--- src/rtl/pe_seq_ctrl.sv ---
// pe_seq_ctrl: runs a host-programmed list of PE configurations. Each entry is
//   applied for a RUN_LEN-cycle bitstream window, and y_outmem is summed over that window.
// Latency: start at T -> first result at T+RUN_LEN+2, then one result every RUN_LEN+2 cycles.
// Backpressure: none; the result is a one-cycle strobe, and start is ignored while busy.
//
// Ports:
//   clk, rst                       clock, synchronous active-high reset
//   wr_en/wr_addr/wr_cfg/wr_xmem   program write port (accepted only when idle)
//   n_last, start, abort           sequence control
//   y_outmem                       PE memory-side output
//   config_sig, x_mem, pe_en       PE drive
//   busy, done                     sequence status
//   res_valid/res_idx/res_acc/res_last   per-entry result
module pe_seq_ctrl #(
  parameter int DEPTH   = 8,
  parameter int AW      = 3,
  parameter int RUN_LEN = 256,
  parameter int CNT_W   = 8,
  parameter int ACC_W   = 16
) (
  input  logic             clk,
  input  logic             rst,
  input  logic             wr_en,
  input  logic [AW-1:0]    wr_addr,
  input  logic [29:0]      wr_cfg,
  input  logic [7:0]       wr_xmem,
  input  logic [AW-1:0]    n_last,
  input  logic             start,
  input  logic             abort,
  input  logic [7:0]       y_outmem,
  output logic [29:0]      config_sig,
  output logic [7:0]       x_mem,
  output logic             pe_en,
  output logic             busy,
  output logic             done,
  output logic             res_valid,
  output logic [AW-1:0]    res_idx,
  output logic [ACC_W-1:0] res_acc,
  output logic [7:0]       res_last
);

  typedef enum logic [2:0] {
    S_IDLE,
    S_LOAD,
    S_RUN,
    S_STORE,
    S_DONE
  } state_t;

  localparam logic [CNT_W-1:0] CNT_LAST = CNT_W'(RUN_LEN - 1);

  state_t           state;
  state_t           state_nxt;
  logic [37:0]      mem [DEPTH];
  logic [AW-1:0]    idx;
  logic [AW-1:0]    n_last_q;
  logic [CNT_W-1:0] cnt;
  logic [ACC_W-1:0] acc;
  logic [ACC_W-1:0] acc_sum;
  logic             cnt_last;

  assign cnt_last = (cnt == CNT_LAST);
  // Sum including the current sample, so the final window cycle is counted.
  assign acc_sum  = acc + {{(ACC_W-8){1'b0}}, y_outmem};

  // Program memory is not reset; contents survive rst.
  always_ff @(posedge clk) begin
    if (wr_en && state == S_IDLE) begin
      mem[wr_addr] <= {wr_cfg, wr_xmem};
    end
  end

  always_comb begin
    state_nxt = state;
    case (state)
      S_IDLE:  if (start) state_nxt = S_LOAD;
      S_LOAD:  state_nxt = S_RUN;
      S_RUN:   if (cnt_last) state_nxt = S_STORE;
      S_STORE: state_nxt = (idx == n_last_q) ? S_DONE : S_LOAD;
      S_DONE:  state_nxt = S_IDLE;
      default: state_nxt = S_IDLE;
    endcase
    if (abort && state != S_IDLE) begin
      state_nxt = S_IDLE;
    end
  end

  // Status strobes decode straight from the state, so an abort clears them
  // in the very next cycle while a coincident STORE still shows its strobe.
  assign pe_en     = (state == S_RUN);
  assign busy      = (state != S_IDLE);
  assign done      = (state == S_DONE);
  assign res_valid = (state == S_STORE);

  always_ff @(posedge clk) begin
    if (rst) begin
      state      <= S_IDLE;
      idx        <= '0;
      n_last_q   <= '0;
      cnt        <= '0;
      acc        <= '0;
      config_sig <= '0;
      x_mem      <= '0;
      res_idx    <= '0;
      res_acc    <= '0;
      res_last   <= '0;
    end else begin
      state <= state_nxt;
      case (state)
        S_IDLE: begin
          if (start) begin
            idx      <= '0;
            n_last_q <= n_last;
          end
        end
        S_LOAD: begin
          {config_sig, x_mem} <= mem[idx];
          cnt <= '0;
          acc <= '0;
        end
        S_RUN: begin
          acc <= acc_sum;
          cnt <= cnt + CNT_W'(1);
          // An aborted window never reaches STORE, so it must not disturb
          // the previously published result.
          if (cnt_last && !abort) begin
            res_acc  <= acc_sum;
            res_last <= y_outmem;
            res_idx  <= idx;
          end
        end
        S_STORE: begin
          if (state_nxt == S_LOAD) begin
            idx <= idx + AW'(1);
          end
        end
        default: ;
      endcase
    end
  end

endmodule

--- config.mk ---
export PLATFORM = sky130hd
export DESIGN_NAME = pe_seq_ctrl
export DESIGN_NICKNAME = d
export VERILOG_FILES = /design/src/rtl/pe_seq_ctrl.sv
export SDC_FILE = /design/constraint.sdc
export NUM_CORES = 1
export LEC_CHECK = 0
export BUFFER_PORTS_ARGS = -buffer_cell sky130_fd_sc_hd__buf_2
export CAP_MARGIN = 20
export CORE_UTILIZATION = 35
export DETAILED_ROUTE_END_ITERATION = 12
export GPL_TIMING_DRIVEN = 1
export PLACE_DENSITY_LB_ADDON = 0.08
export SLEW_MARGIN = 20
export SYNTH_ARGS = -nofsm -noshare
export SYNTH_HDL_FRONTEND = slang
export SYNTH_SLANG_ARGS = --single-unit
export TNS_END_PERCENT = 30
--- constraint.sdc ---
create_clock -name clk -period 11.95 [get_ports clk]
set_clock_uncertainty 0.05 [all_clocks]
set_input_delay 2.39 -clock clk [delete_from_list [all_inputs] [get_ports clk]]
set_output_delay 2.39 -clock clk [all_outputs]
set_load 0.02 [all_outputs]
## Word-level counts from Yosys, hierarchy flattened

Memories as Yosys holds them, arrays and structs flattened. A register that Yosys moved wholly into a read port is not among the register bits.
Index checks and enable logic that the tools add are counted.

| word-level totals | value |
|---|---|
| register bits | 60 |
| RAM bits | 304 |
| input bits | 57 |
| output and inout bits | 69 |
| word-level logic and storage cells | 44 |
| memories | 1 |

| cells by class | value |
|---|---|
| add/subtract/negate cells | 3 |
| eq/ne operators | 9 |
| multiplexer cells | 12 |
| reductions and logical operators | 11 |

Memories:

| name | words | bits a word | read ports | clocked after Yosys merged registers in | wr ports | RTL line | RTL |
|---|---|---|---|---|---|---|---|
| mem | 8 | 38 | 1 | 1 | 1 | 54 | `logic [37:0] mem [DEPTH];` |

Operator list:

| operator | count |
|---|---|
| 16-bit one-hot mux with 2 select lines | 1 |
| 3-bit 2-to-1 mux | 6 |
| 16-bit by 8-bit adder with 16-bit output | 1 |
| 8-bit one-hot mux with 2 select lines | 1 |
| 3-bit one-hot mux with 4 select lines | 1 |
| 8-bit by 1-bit adder with 8-bit output, second input constant | 1 |
| 8-bit == test, second input constant | 1 |
| 3-bit by 1-bit == test with 1-bit output, second input constant | 2 |
| 3-bit by 2-bit == test with 1-bit output, second input constant | 2 |
| 3-bit one-hot mux with 2 select lines | 1 |
| 2-bit AND reduction | 2 |
| 2-bit nonzero test | 2 |
| 3-bit by 1-bit adder with 3-bit output, second input constant | 1 |
| 3-bit == test | 1 |
| 3-bit == test, second input constant | 1 |
| 1-bit logical AND | 3 |
| 3-bit zero test | 1 |
| 3-bit AND reduction | 1 |
| 3-bit nonzero test | 1 |
| 1-bit 2-to-1 mux | 2 |
| 2-bit by 1-bit inequality test with 1-bit output, second input constant | 1 |
| 2-bit inequality test, second input constant | 1 |
| 1-bit zero test | 1 |

## Logic depth before layout (Yosys ltp)

| depth | value |
|---|---|
| word-level depth | 7 |
| mapped depth | 9 |
| mapped depth without buffers | 7 |

## Worst setup path before layout

No wires, ideal clock.

| timing path | value |
|---|---|
| path kind | input port to flip-flop |
| start point | in wr_addr[0] |
| end point | mem mem[0][0] (enable) |
| setup time | 0.481 ns |
| data arrival time | 5.221 ns |
| data required time | 11.419 ns |
| path slack | 6.198 ns |
| stages on the path | 2 |
| path buffers | 0 |
| cell sequence | nand3b_1 nor3_1 |

RTL lines:

| element | RTL line | RTL |
|---|---|---|
| start: declaration | 24 | `input logic [AW-1:0] wr_addr,` |
| end: declaration | 54 |  |

Straight into the memory's write port.

## Worst setup path in the final report

| timing path | value |
|---|---|
| start point | reg state[1] |
| end point | out pe_en |

| between the ends | value |
|---|---|
| word-level cells in the longest chain between the ends | 1 |

RTL lines:

| element | RTL line | RTL |
|---|---|---|
| start: declaration | 52 | `state_t state;` |
| start signal: assignment | 108 | `state <= state_nxt;` |
| 3-bit by 2-bit == test with 1-bit output | 90 | `assign pe_en = (state == S_RUN);` |
| end: declaration | 33 | `output logic pe_en,` |

Every way passes these cells.

==> impl_results.md <==
- Outcome: finished clean
- Post-route minimum period: 4.69 ns
- Pin count of the biggest net entering global routing: 79
- WL/cell: approximately 21 microns
- Final period util: 0.393
- Worst path slowest cell: or3b_1
- Post-CTS Setup Bufs: 0
- Max VDD drop: 102 uV
- Least-Margin Pin Slew: 0.983 ns
- Sequential share of the synthesized area: 0.711
- Critical path class: reg2out
- Max-cap viol count: 0
- Slew Viols, Final: 0
- Tot GR Track Use: 0.162
- Via Count: 8458
- EDFF count, synth: 304
- Max incr delay on CP: 0.63 ns
- Top cells by area, synth: edfxtp_1 (59%), dfxtp_1 (13%), mux4_2 (11%)
- Die height: 213 microns
- Boundary pin count: 126
- Cell breakdown of the critical path: or3b_1, inv_2, buf_2
- Worst setup EP type: primary output
- Worst min path class: reg2reg
- Crit Path Max Fanout: 19
- Clock insertion delay at the later pin of the skew report: 0.57 ns
- Layout Area Growth over Synthesis: 17.9%
- CP Launch Type: flop
- Worst EP required: around 9.5 ns
- CP top delay family: buffers and inverters
- Count of final setup violators: 0
- CTS tree: built
- GR Util met2: 0.267
- DR vias/cell: 4.99
- Post-DRT Antenna Nets: 0
- DRC: 0
- Hold Violations, Final: 0
- DRT Pass-1 Iters: 8
- Leakage: about 6.1 nW
- Pwr dens: 172 nW/um^2
- Setup WS pre-CTS: 7.25 ns
- H-tree depth: 2
- Largest area contributor in the netlist: edfxtp_1
- Initial Utilization: 0.358
- Seq cells post-synth: 402
- Post-CTS sizing: 0
- Avg Synthesized Cell Area: 16.6 sq um
- Wirelength, routed: 35.6 mm
- Primary FF master, synth: edfxtp_1
- Die X: 213 microns
- Area of the mapped netlist: 15600 sq um
- DRT iter0 DRCs: between 600 and 700
- Worst path arrival time: 2.25 ns
- GRT overflow: 0
- GRT met3 Usage: 0.0312
- Nets: 1140
- Vias in the first global route: 8563
- Clk buf depth: 3
- Worst setup margin: ~7.3 ns
- Count of cell types in the netlist: 57
- Post-CTS Hold Buffers: 0
- Hpwl dp: 18.9 mm
- Syn Nets: 1010
- Post-synth top area share: 0.585
- CP startpoint: state[1]
- Max Fclk: 0.213 GHz
- Initial antenna violation count: 4
- Relative slew slack: 0.345
- Met1 GRT Util: 0.214
- Core area: between 40000 and 50000 sq um
- Busiest grt layer: met2
- Hold_sp: res_last[7]
- Mapped Cells: between 900 and 1000
- CTS Sinks: roughly 400
- Post-Route Setup TNS: 0 ns
- Full die area: 45400 sq um
- Global-route wire length before repair: around 54 mm
- Root buffer cell: clkbuf_16
- Layout cell share with drive strength beyond 1: 0.275
- GP Congestion: 0.744
- Worst r2r src: state[1]
- Yosys synthesis warning count: 0
- Fraction of registers with async set/reset: 0
- Site row count: 76
- Worst-path clk slew: 0.06 ns
- CTS buffer count: between 40 and 50
- RSZ-0062 raised after global routing: no
- Port Buffers: 125
- Worst Path Buf+Inv: 2
==> logic make-up after synthesis <==
family,synth area share
XOR/XNOR,0.00898
adder cells (fa/ha/maj),0.00930
AO/OA/AOI/OAI,0.0610
AND/OR/NAND/NOR,0.0554
flip-flops,0.711
buffers and inverters,0.0182
multiplexers,0.136
==> report_power, final <==
part | switching [mW] | leakage [nW] | internal, mW
Combinational | 0.135 | 1.78 | 0.0823
Sequential | 0.0172 | 3.55 | 1.54
Clock | 0.554 | 0.741 | 0.831
==> final cells by class <==
type | instances | area [sq um]
Clock buffer | 60 | 1260
Antenna cell | 2 | 5.00
Tap cell | 585 | 732
Clock inverter | 24 | 225
Timing Repair Buffer | 139 | 733
Inverter | 9 | 33.8
Sequential cell | 402 | 11100
Fill cell | 3983 | 25200
Multi-Input combinational cell | 474 | 4290
==> state kept, by name, summed over array words and instances, names as in the netlist <==
name,count
cnt,8
n_last_q,3
mem,304
acc,16
res_idx,3
state,3
x_mem,8
res_acc,16
config_sig,30
idx,3
res_last,8
==> synthesized netlist by cell type (2+ instances only) <==
cell type	n
a211oi_1	49
a21o_1	3
a21oi_1	30
a221o_1	2
a22oi_1	7
a31oi_1	14
and2_1	2
and3_1	2
buf_1	8
buf_2	11
buf_4	2
buf_6	2
clkbuf_1	34
dfxtp_1	98
edfxtp_1	304
ha_1	10
inv_1	8
mux2i_1	40
mux4_2	76
nand2_1	52
nand2b_1	5
nand3_1	12
nand3b_1	3
nand4_1	3
nor2_1	81
nor2b_1	2
nor3_1	8
nor3b_1	4
nor4_1	4
o211ai_1	8
o21a_1	2
o21ai_0	10
o21ba_2	2
o21bai_1	2
o31ai_1	3
or3_1	3
or4_1	2
xnor2_1	4
xor2_1	12
==> worst register-to-register path: cells and delay by family, from the launching register on <==
kind	cells	cell delay [ns]
compound gates	1	0.20
simple gates	4	1.68
buf+inv	2	0.78
flops	1	0.37
==> cell usage in the layout (no fill, tap or decap), types with 12 or more instances in the layout <==
| cell | n |
|---|---|
| edfxtp_1 | 304 |
| buf_2 | 124 |
| dfxtp_1 | 95 |
| mux4_2 | 76 |
| nor2_1 | 75 |
| nand2_1 | 52 |
| a211oi_1 | 49 |
| clkbuf_16 | 47 |
| mux2i_1 | 40 |
| a21oi_1 | 30 |
| buf_4 | 15 |
| a31oi_1 | 14 |
| clkinv_2 | 13 |
| nand3_1 | 12 |
| xor2_1 | 12 |
==> per-stage QoR <==
step	hold WS (ns)	power, mW	cells	instance area, sq um	util
2_1_floorplan	0.398	1.73	942	15600	-
3_3_place_gp	0.388	1.81	1609	16900	0.388
3_5_place_dp	0.395	1.81	1609	16900	0.388
4_1_cts	0.402	3.21	1693	18400	0.422
5_1_grt	0.421	3.28	1693	18400	0.422
6_report	0.399	3.16	1695	18400	0.422
==> routing by layer <==
metal  routed length (microns)  share of wire
met4                       765          0.021
met2                     17300           0.49
met3                      1390          0.039
met1                     16100           0.45
met5                        25        0.00070
==> path summary, 6_finish.rpt <==
kind / end / slack, ns / cells after the start
max: pe_en / 7.26 / 3
min: res_last[7] / 0.40 / 2
max reg2reg: res_acc[8] / 8.77 / 7
min reg2reg: res_last[7] / 0.40 / 2
Note: power is estimated with default switching activity, not from simulation.
